File: src/rtl/mandelbrot_pkg.sv
// Shared types and constants for the Mandelbrot dispatch slice.
package mandelbrot_pkg;

    typedef enum logic [1:0] {
        ENG_IDLE = 2'd0,
        ENG_BUSY = 2'd1,
        ENG_DONE = 2'd2
    } eng_state_e;

    localparam int unsigned DEF_NE  = 4;
    localparam int unsigned DEF_FPW = 27;
    localparam int unsigned DEF_AW  = 12;
    localparam int unsigned DEF_IW  = 8;

    // Coordinate format: sign, integer and fraction bits.
    localparam int unsigned FP_S = 1;
    localparam int unsigned FP_I = 4;

    function automatic int unsigned fp_frac_bits(input int unsigned fpw);
        return fpw - FP_S - FP_I;
    endfunction

    localparam int unsigned FP_F = fp_frac_bits(DEF_FPW);

endpackage

File: src/rtl/mandelbrot_dispatch_if.sv
// Generator, engine and framebuffer-writer signals of the dispatcher.
interface mandelbrot_dispatch_if
    import mandelbrot_pkg::*;
#(
    parameter int unsigned NE  = DEF_NE,
    parameter int unsigned FPW = DEF_FPW,
    parameter int unsigned AW  = DEF_AW,
    parameter int unsigned IW  = DEF_IW
);
    logic               in_vld;
    logic               in_rdy;
    logic [FPW-1:0]     in_x;
    logic [FPW-1:0]     in_y;
    logic [AW-1:0]      in_adr;

    logic [NE-1:0]      eng_start;
    logic [FPW-1:0]     eng_x;
    logic [FPW-1:0]     eng_y;
    logic [NE-1:0]      eng_done;
    logic [NE*IW-1:0]   eng_niter;

    logic               out_vld;
    logic               out_rdy;
    logic [AW-1:0]      out_adr;
    logic [IW-1:0]      out_niter;

    // Dispatcher side.
    modport master (
        input  in_vld, in_x, in_y, in_adr,
        output in_rdy,
        output eng_start, eng_x, eng_y,
        input  eng_done, eng_niter,
        output out_vld, out_adr, out_niter,
        input  out_rdy
    );

    // Environment side: generator, engines and result consumer.
    modport slave (
        output in_vld, in_x, in_y, in_adr,
        input  in_rdy,
        input  eng_start, eng_x, eng_y,
        output eng_done, eng_niter,
        input  out_vld, out_adr, out_niter,
        output out_rdy
    );

endinterface

File: src/rtl/mandelbrot_rr_arb.sv
// Combinational round-robin first-match: first set req at or after ptr, wrapping.
module mandelbrot_rr_arb #(
    parameter int unsigned NE = 4
) (
    input  logic [NE-1:0]         req,
    input  logic [$clog2(NE)-1:0] ptr,
    output logic [NE-1:0]         grant,
    output logic [$clog2(NE)-1:0] idx,
    output logic                  any
);
    localparam int unsigned PW = $clog2(NE);

    logic [PW:0] cand;

    always_comb begin
        grant = '0;
        idx   = '0;
        any   = 1'b0;
        cand  = '0;
        for (int i = 0; i < int'(NE); i++) begin
            // Extra bit lets ptr + i exceed NE before folding back into range.
            cand = {1'b0, ptr} + (PW+1)'(i);
            if (cand >= (PW+1)'(NE)) begin
                cand = cand - (PW+1)'(NE);
            end
            if (!any && req[cand[PW-1:0]]) begin
                any                = 1'b1;
                idx                = cand[PW-1:0];
                grant[cand[PW-1:0]] = 1'b1;
            end
        end
    end

endmodule

File: src/rtl/mandelbrot_dispatch.sv
// Round-robin scheduler between the coordinate generator, NE iteration engines
// and the framebuffer writer; each engine's pixel address is held in a tag table.
module mandelbrot_dispatch
    import mandelbrot_pkg::*;
#(
    parameter int unsigned NE  = DEF_NE,
    parameter int unsigned FPW = DEF_FPW,
    parameter int unsigned AW  = DEF_AW,
    parameter int unsigned IW  = DEF_IW
) (
    input  logic                  clk,
    input  logic                  rst,
    input  logic                  clk_en,
    mandelbrot_dispatch_if.master bus,
    output logic                  busy,
    output logic                  err
);
    localparam int unsigned PW = $clog2(NE);

    eng_state_e      state_q [NE];
    eng_state_e      state_d [NE];
    logic [AW-1:0]   tag_adr_q [NE];
    logic [IW-1:0]   res_niter_q [NE];

    logic [NE-1:0]   idle_req;
    logic [NE-1:0]   done_req;
    logic [NE-1:0]   done_ok;
    logic [NE-1:0]   d_grant;
    logic [NE-1:0]   c_grant;
    logic [PW-1:0]   d_idx;
    logic [PW-1:0]   c_idx;
    logic            d_any;
    logic            c_any;

    logic [PW-1:0]   dp_q, dp_d;
    logic [PW-1:0]   cp_q, cp_d;
    logic [NE-1:0]   eng_start_q, eng_start_d;
    logic [FPW-1:0]  eng_x_q, eng_y_q;
    logic            out_vld_q;
    logic [AW-1:0]   out_adr_q;
    logic [IW-1:0]   out_niter_q;
    logic            err_q, err_d;

    logic            xfer;
    logic            out_load;
    logic            collect;

    function automatic logic [PW-1:0] next_ptr(input logic [PW-1:0] p);
        if (p == PW'(NE - 1)) begin
            return '0;
        end
        return p + 1'b1;
    endfunction

    always_comb begin
        for (int k = 0; k < int'(NE); k++) begin
            idle_req[k] = (state_q[k] == ENG_IDLE);
            done_req[k] = (state_q[k] == ENG_DONE);
        end
    end

    mandelbrot_rr_arb #(
        .NE (NE)
    ) u_dispatch_arb (
        .req   (idle_req),
        .ptr   (dp_q),
        .grant (d_grant),
        .idx   (d_idx),
        .any   (d_any)
    );

    mandelbrot_rr_arb #(
        .NE (NE)
    ) u_collect_arb (
        .req   (done_req),
        .ptr   (cp_q),
        .grant (c_grant),
        .idx   (c_idx),
        .any   (c_any)
    );

    // in_rdy depends on registered state only, never on in_vld.
    assign bus.in_rdy = |idle_req;
    assign xfer       = bus.in_vld && bus.in_rdy;
    assign out_load   = !out_vld_q || bus.out_rdy;
    assign collect    = out_load && c_any;

    always_comb begin
        state_d     = state_q;
        done_ok     = '0;
        err_d       = err_q;
        dp_d        = dp_q;
        cp_d        = cp_q;
        eng_start_d = '0;

        if (xfer) begin
            eng_start_d = d_grant;
            dp_d        = next_ptr(d_idx);
        end
        if (collect) begin
            cp_d = next_ptr(c_idx);
        end

        for (int k = 0; k < int'(NE); k++) begin
            // A done pulse alongside the engine's own start pulse is spurious.
            done_ok[k] = bus.eng_done[k] && (state_q[k] == ENG_BUSY) && !eng_start_q[k];
            if (bus.eng_done[k] && !done_ok[k]) begin
                err_d = 1'b1;
            end
            case (state_q[k])
                ENG_IDLE: if (xfer && d_grant[k])    state_d[k] = ENG_BUSY;
                ENG_BUSY: if (done_ok[k])            state_d[k] = ENG_DONE;
                ENG_DONE: if (collect && c_grant[k]) state_d[k] = ENG_IDLE;
                default:                             state_d[k] = ENG_IDLE;
            endcase
        end
    end

    always_ff @(posedge clk or posedge rst) begin
        if (rst) begin
            for (int k = 0; k < int'(NE); k++) begin
                state_q[k] <= ENG_IDLE;
            end
            dp_q        <= '0;
            cp_q        <= '0;
            eng_start_q <= '0;
            err_q       <= 1'b0;
        end else if (clk_en) begin
            state_q     <= state_d;
            dp_q        <= dp_d;
            cp_q        <= cp_d;
            eng_start_q <= eng_start_d;
            err_q       <= err_d;
        end
    end

    always_ff @(posedge clk or posedge rst) begin
        if (rst) begin
            for (int k = 0; k < int'(NE); k++) begin
                tag_adr_q[k]   <= '0;
                res_niter_q[k] <= '0;
            end
            eng_x_q <= '0;
            eng_y_q <= '0;
        end else if (clk_en) begin
            if (xfer) begin
                eng_x_q <= bus.in_x;
                eng_y_q <= bus.in_y;
            end
            for (int k = 0; k < int'(NE); k++) begin
                if (xfer && d_grant[k]) begin
                    tag_adr_q[k] <= bus.in_adr;
                end
                if (done_ok[k]) begin
                    res_niter_q[k] <= bus.eng_niter[k*IW +: IW];
                end
            end
        end
    end

    always_ff @(posedge clk or posedge rst) begin
        if (rst) begin
            out_vld_q   <= 1'b0;
            out_adr_q   <= '0;
            out_niter_q <= '0;
        end else if (clk_en && out_load) begin
            if (c_any) begin
                out_vld_q   <= 1'b1;
                out_adr_q   <= tag_adr_q[c_idx];
                out_niter_q <= res_niter_q[c_idx];
            end else begin
                out_vld_q <= 1'b0;
            end
        end
    end

    assign bus.eng_start = eng_start_q;
    assign bus.eng_x     = eng_x_q;
    assign bus.eng_y     = eng_y_q;
    assign bus.out_vld   = out_vld_q;
    assign bus.out_adr   = out_adr_q;
    assign bus.out_niter = out_niter_q;
    assign busy          = !(&idle_req) || out_vld_q;
    assign err           = err_q;

endmodule

File: src/flat_wrapper.sv
// flat-port wrapper written by rule: the top's interface ports become plain ports
module mandelbrot_dispatch_flat import mandelbrot_pkg::*;
#(
    parameter int unsigned NE  = DEF_NE,
    parameter int unsigned FPW = DEF_FPW,
    parameter int unsigned AW  = DEF_AW,
    parameter int unsigned IW  = DEF_IW
)
  (clk, rst, clk_en, busy, err, bus_in_vld, bus_in_x, bus_in_y, bus_in_adr, bus_in_rdy, bus_eng_start, bus_eng_x, bus_eng_y, bus_eng_done, bus_eng_niter, bus_out_vld, bus_out_adr, bus_out_niter, bus_out_rdy);
  mandelbrot_dispatch_if #(.NE(NE), .FPW(FPW), .AW(AW), .IW(IW)) bus_i ();
  input  logic clk;
  input  logic rst;
  input  logic clk_en;
  output logic busy;
  output logic err;
  input wire logic [$bits(bus_i.in_vld)-1:0] bus_in_vld;
  input wire logic [$bits(bus_i.in_x)-1:0] bus_in_x;
  input wire logic [$bits(bus_i.in_y)-1:0] bus_in_y;
  input wire logic [$bits(bus_i.in_adr)-1:0] bus_in_adr;
  output wire logic [$bits(bus_i.in_rdy)-1:0] bus_in_rdy;
  output wire logic [$bits(bus_i.eng_start)-1:0] bus_eng_start;
  output wire logic [$bits(bus_i.eng_x)-1:0] bus_eng_x;
  output wire logic [$bits(bus_i.eng_y)-1:0] bus_eng_y;
  input wire logic [$bits(bus_i.eng_done)-1:0] bus_eng_done;
  input wire logic [$bits(bus_i.eng_niter)-1:0] bus_eng_niter;
  output wire logic [$bits(bus_i.out_vld)-1:0] bus_out_vld;
  output wire logic [$bits(bus_i.out_adr)-1:0] bus_out_adr;
  output wire logic [$bits(bus_i.out_niter)-1:0] bus_out_niter;
  input wire logic [$bits(bus_i.out_rdy)-1:0] bus_out_rdy;
  assign bus_i.in_vld = bus_in_vld;
  assign bus_i.in_x = bus_in_x;
  assign bus_i.in_y = bus_in_y;
  assign bus_i.in_adr = bus_in_adr;
  assign bus_in_rdy = bus_i.in_rdy;
  assign bus_eng_start = bus_i.eng_start;
  assign bus_eng_x = bus_i.eng_x;
  assign bus_eng_y = bus_i.eng_y;
  assign bus_i.eng_done = bus_eng_done;
  assign bus_i.eng_niter = bus_eng_niter;
  assign bus_out_vld = bus_i.out_vld;
  assign bus_out_adr = bus_i.out_adr;
  assign bus_out_niter = bus_i.out_niter;
  assign bus_i.out_rdy = bus_out_rdy;
  mandelbrot_dispatch #(.NE(NE), .FPW(FPW), .AW(AW), .IW(IW)) u_core (.clk(clk), .rst(rst), .clk_en(clk_en), .bus(bus_i), .busy(busy), .err(err));
endmodule
File: config.mk
export PLATFORM = sky130hd
export DESIGN_NAME = mandelbrot_dispatch_flat
export DESIGN_NICKNAME = d
export VERILOG_FILES = /design/src/rtl/mandelbrot_pkg.sv /design/src/rtl/mandelbrot_dispatch_if.sv /design/src/rtl/mandelbrot_rr_arb.sv /design/src/rtl/mandelbrot_dispatch.sv /design/src/flat_wrapper.sv
export SDC_FILE = /design/constraint.sdc
export NUM_CORES = 1
export LEC_CHECK = 0
export ABC_AREA = 1
export BUFFER_PORTS_ARGS = -buffer_cell sky130_fd_sc_hd__buf_2
export CAP_MARGIN = 20
export CORE_MARGIN = 4
export CORE_UTILIZATION = 45
export DETAILED_ROUTE_END_ITERATION = 6
export PLACE_DENSITY = 0.68
export RECOVER_POWER = 25
export SLEW_MARGIN = 10
export SYNTH_ARGS = -nofsm -noshare
export SYNTH_HDL_FRONTEND = slang
export SYNTH_SLANG_ARGS = --single-unit
File: constraint.sdc
create_clock -name clk -period 6.57 [get_ports clk]
set_input_delay 0.3285 -clock clk [delete_from_list [all_inputs] [get_ports clk]]
set_output_delay 0.3285 -clock clk [all_outputs]
set_load 0.01 [all_outputs]
## Word-level counts from Yosys, hierarchy flattened

Index checks and enable logic that the tools add are counted.

- Register bits after elaboration: 172
- Output and inout bits: 82

- Reductions and logical operators: 78
- Equal/unequal tests: 22
- Muxes and demuxes: 99
- Add/sub/neg operators: 16
- Magnitude comparators: 25
- Bitwise logic cells: 7

Operators by type and width:

| cell | number |
|---|---|
| $mux 2 | 32 |
| $logic_and 1x1->1 | 37 |
| $mux 4 | 9 |
| $mux 1 | 32 |
| $bmux 12 s2 | 1 |
| $lt 2x3->1 const B | 8 |
| $mux 12 | 2 |
| $ne 2x1->1 const B | 12 |
| $or 4x4->4 | 6 |
| $pmux 2 s3 | 4 |
| $reduce_and 2->1 | 12 |
| $ge 3x3->1 const B | 7 |
| $reduce_and 4->1 | 5 |
| $bmux 1 s2 | 8 |
| $bmux 8 s2 | 1 |
| $demux 1 s2 | 8 |
| $ge 2x1->1 const B | 8 |
| $logic_not 1->1 | 16 |
| $mux 8 | 2 |
| $sub 2x1->2 const B | 8 |
| $add 2x2->3 const B | 4 |
| $eq 2x2->1 const B | 6 |
| $eq 2x1->1 const B | 4 |
| $logic_not 2->1 | 4 |
| 7 further kinds | 11 |

## Logic depth before layout (Yosys ltp)

- Depth after elaboration: 18
- Gate-level depth with buffers: 15
- Gate-level depth less buffers: 15

## Hierarchy

Synthesis repeated with hierarchy kept, for this count alone.

- Cell total of the unflattened synthesis: 1078
- Area, all modules: 8346.8 sq um

By module, submodules not included:

| module | area each (sq um) | instances | cells each |
|---|---|---|---|
| mandelbrot_dispatch | 7475.9 | 1 | 930 |
| mandelbrot_rr_arb (u_core.u_dispatch_arb) | 440.4 | 1 | 74 |
| mandelbrot_rr_arb (u_core.u_collect_arb) | 430.4 | 1 | 74 |

## Worst setup path after synthesis

No wires, ideal clock.

- Path type: register to register
- Start point: register u_core.cp_q[1]
- End point: register u_core.out_adr_q[0], in the netlist u_core.bus.out_adr[0]
- Path slack: 4.343 ns
- Setup time: 0.118 ns
- Path buffers: 1
- Stages on the path, launching flop included: 14
- Arrival time: 2.109 ns
- Cells stage by stage: dfrtp_1 > inv_1 > ha_1 > inv_1 > nand3_1 > nand2_1 > nand2_2 > nor2_4 > nand2_1 > a21oi_2 > buf_4 > nand3_1 > nand3_1 > nand2_1

- Longest elaborated chain between the ends: 18
- Elaborated cells between the ends (all ways): 42
- Those cells by class: 7 x add/sub; 4 x order compare; 23 x mux; 1 x bitwise; 7 x reduce/logical

Ends and longest elaborated chain:

| item | RTL line | RTL |
|---|---|---|
| start, declared | mandelbrot_dispatch.sv:36 | `logic [PW-1:0] cp_q, cp_d;` |
| start signal, assigned | mandelbrot_dispatch.sv:131 | `cp_q <= cp_d;` |
| branches (longest 18 deep; another with $add 2x1->3) | -- |  |
| end signal, assigned | mandelbrot_dispatch.sv:169 | `out_adr_q <= tag_adr_q[c_idx];` |
| end, declared | mandelbrot_dispatch.sv:40 | `logic [AW-1:0] out_adr_q;` |

Several ways; the timed one is not identified. The select of a mux whose other input is x is not followed.
A chain may end at the register's enable or synchronous reset.

## Worst setup path in the final report

- Start point: register u_core.cp_q[1]
- End point: register u_core.out_niter_q[6], in the netlist u_core.bus.out_niter[6]

- Longest elaborated chain between the ends: 18
- Elaborated cells between the ends (all ways): 42
- Those cells by class: 7 x add/sub; 4 x order compare; 23 x mux; 1 x bitwise; 7 x reduce/logical

Ends and longest elaborated chain:

| item | RTL line | RTL |
|---|---|---|
| branches (longest 18 deep; another with $add 2x1->3) | -- |  |
| end signal, assigned | mandelbrot_dispatch.sv:170 | `out_niter_q <= res_niter_q[c_idx];` |
| end, declared | mandelbrot_dispatch.sv:41 | `logic [IW-1:0] out_niter_q;` |

Several ways; the timed one is not identified. The select of a mux whose other input is x is not followed.

==> flow_summary.toml <==
[job]
max-cap-violations = 1

[clock_tree]
clk_pin_slew_ns = 0.07
cts_buffers = 17
cts_root_buf = "clkbuf_16"
htreeDepth = 4
clock-sinks = 172
clk_latency_ns = 0.43
cts_setup_buffers = 0
cts-hold-fix-buffers = 0
post_cts_resized = 0
cts_tree = "done"
clk_path_buf_depth = 2

[routing]
wl_mm = 22.11
drt-pass1-iter-count = 5
post_drt_wl_per_cell_um = 15.36
drc = 0
drt_iter0_drc = 494
num_vias = 7352
vias_per_cell = 5.109
final_antenna_net_count = 0

[setup_path]
cpPeakStageDelay_ns = 0.99
r2r-start = "u_core.cp_q[1]$_DFFE_PP0P_"
required_ns = 6.93
startpoint_type = "flop"
path_class = "flop to flop"
cpMostUsedCell = "nand2_1"
worstReg2RegEnd = "u_core.bus.out_niter[6]$_DFFE_PP0P_"
ff2ff_setup_slack_ns = 2.68
cp_cell_sequence = "inv_1 > ha_1 > inv_1 > nand2_1 > nand2_1 > nand2_1 > nand2_1 > nand3_2 > nand2_2 > nand2_1 > nand3_1 > nand3_1 > nand2_1"
cpMaxStageDelayCell = "nand2_2"
worstPathMaxFanout = 43
rr_worst_depth = 13
worst_ep_arrival_time_ns = 4.25
cp-end-kind = "flop"

[yosys]
syn_area_sq_mm = 0.008338
synthTopCellsByArea = "dfrtp_1 (52%), nand2_1 (20%), nand3_1 (8.9%)"
ys_seq_area_frac = 0.5162
synth_seq_cells = 172
ys_warn_count = 0
synthArstFlopShare = 1.000
synth_edf_count = 0
synthTopCellsByCount = "nand2_1 (440), dfrtp_1 (172), nand3_1 (149)"
syn_area_per_cell_sq_um = 8.087
syn_nets = 1153
yosysTopAreaCell = "dfrtp_1"
yosysUniqueCellTypes = 31
netlist.area_leader.share = 0.5162
syn_inst = 1031
synth_flop_cell = "dfrtp_1"
yosysMostFrequentCell = "nand2_1"

[grt]
grt_max_degree = 107
grt_pass1_vias = 7214
antenna_found_initial = 3
grt_overflow_total = 0
track_usage = 0.2167
grt_pass1_wl_mm = 35.93

[hold_path]
min_from = "bus_in_y[3]"
min_path_type = "primary input to flop"
hold_end = "u_core.bus.eng_y[3]$_DFFE_PP0P_"
worstHoldPathCells = 3

[sta]
slew_viol_final = 107
fin_tns_setup_ns = 0
grt_setup_unrepaired = "no"
setup_viol = 0
period_minus_slack_ns = 3.885
skew_ns = 0.008197
max_clock_freq_mhz = 257.4
hold_viol = 0
worst_slew_pin_slew_ns = 4.653
post-route-period-util = 0.5913
slew-limit-headroom = -2.119

[power]
ir_worst_vdd_uv = 401.9
p_per_area_mw_per_mm2 = 589.0
power_leakage_nw = 5.431

[placed_design]
dpl.hpwl_mm = 15.00
io_buffers = 188
gp_congestion = 0.8414
dpl.cell_count = 1409

[final_layout]
layout.cells.non_filler = 1439
antenna_cells = 0
fillers = 1679
nNetsFinal = 1322
regArea_sq_mm = 0.004304
syn_to_final_growth_pct = 19.39
multi_input_area_sq_mm = 0.003563
drive_gt1_frac = 0.2198

[status]
violations = "max-capacitance violations, max-slew violations"
outcome = "finished, violations left"

[floorplanning]
die_h_um = 144.1
std_cell_rows = 49
fp.dieW_um = 144.1
start_util = 0.4610
die_area_sq_mm = 0.02077
io_pins = 189
fp.coreArea_sq_mm = 0.01809
==> layout by cell type (no fill, tap or decap), types with 4 or more instances in the layout <==
master,instances
nor3_1,5
nand3_2,5
a21oi_1,11
o211ai_1,4
nand3_1,149
clkbuf_16,17
nor2_1,20
buf_2,187
nand2_2,8
dfrtp_1,172
o21ai_0,53
nand4_1,8
inv_1,59
ha_1,15
mux2_2,24
nand2_1,440
==> state kept, by name, indices dropped and copies added, names as in the netlist, named ones only <==
name                  cells
u_core.bus.out_adr       12
u_core.state_q            8
u_core.bus.out_niter      8
u_core.tag_adr_q         48
u_core.bus.eng_y         27
u_core.dp_q               1
u_core.err                1
u_core.bus.out_vld        1
u_core.bus.eng_start      4
u_core.res_niter_q       32
u_core.bus.eng_x         27
u_core.cp_q               1
==> stage by stage <==
step	power (mW)	area [sq um]	setup slack, ns	util	hold slack (ns)
global placement	4.737	9363	2.869	0.5177	0.4513
CTS	5.863	9948	2.738	0.5501	0.07949
global route	6.385	9955	2.075	0.5504	0.09332
finish	5.864	9955	2.685	0.5504	0.09380
floorplan	4.071	8338	1.581	-	0.4381
detailed placement	4.813	9363	2.790	0.5177	0.4565
==> layer usage <==
layer  global-route usage  share of wire  wire length [um]
met5                    0         0.0015                34
met4              0.06789          0.020               432
met3              0.05985          0.071              1565
met2               0.3469           0.47             10320
met1               0.2883           0.44              9757
==> cell type report <==
| cell class | instances | area share |
|---|---|---|
| Inverter | 64 | 0.02426 |
| Multi-Input combinational cell | 753 | 0.3580 |
| Timing Repair Buffer | 192 | 0.09779 |
| Clock inverter | 10 | 0.01433 |
| Clock buffer | 19 | 0.04449 |
| Sequential cell | 172 | 0.4324 |
| Tap cell | 229 | 0.02878 |
==> cells by family after synthesis <==
| family | share of synthesized area |
|---|---|
| compound gates | 0.04742 |
| fa+ha+maj | 0.02251 |
| buf+inv | 0.05702 |
| flops | 0.5162 |
| mux | 0.03241 |
| simple gates | 0.3244 |
==> power by group <==
| part | internal [mW] | total, mW | switching, mW |
|---|---|---|---|
| sequential | 1.56 | 1.89 | 0.334 |
| combinational | 1.00 | 2.94 | 1.94 |
| clock | 0.604 | 1.03 | 0.422 |
| total | 3.17 | 5.86 | 2.70 |
==> critical path: cells and delay by family, from the launching register on <==
kind                       cells  cell delay (ns)
adders and majority gates      1             0.38
and+or+nand+nor               10             2.52
buffers and inverters          2             0.35
DFF                            1             0.57
==> how the worst max path moves through the flow <==
stage / start / to / slack [ns] / cells after the start
floorplan: rst / asynchronous set/reset pin / 1.58 / 1
global placement: u_core.cp_q[1]$_DFFE_PP0P_ / u_core.bus.out_niter[0]$_DFFE_PP0P_ / 2.87 / 12
detailed placement: u_core.cp_q[1]$_DFFE_PP0P_ / u_core.bus.out_niter[5]$_DFFE_PP0P_ / 2.79 / 12
CTS: u_core.cp_q[1]$_DFFE_PP0P_ / u_core.bus.out_niter[6]$_DFFE_PP0P_ / 2.74 / 12
global route: rst / asynchronous set/reset pin / 2.08 / 3
finish: u_core.cp_q[1]$_DFFE_PP0P_ / u_core.bus.out_niter[6]$_DFFE_PP0P_ / 2.68 / 13
Power figures use the tool's default switching activity.
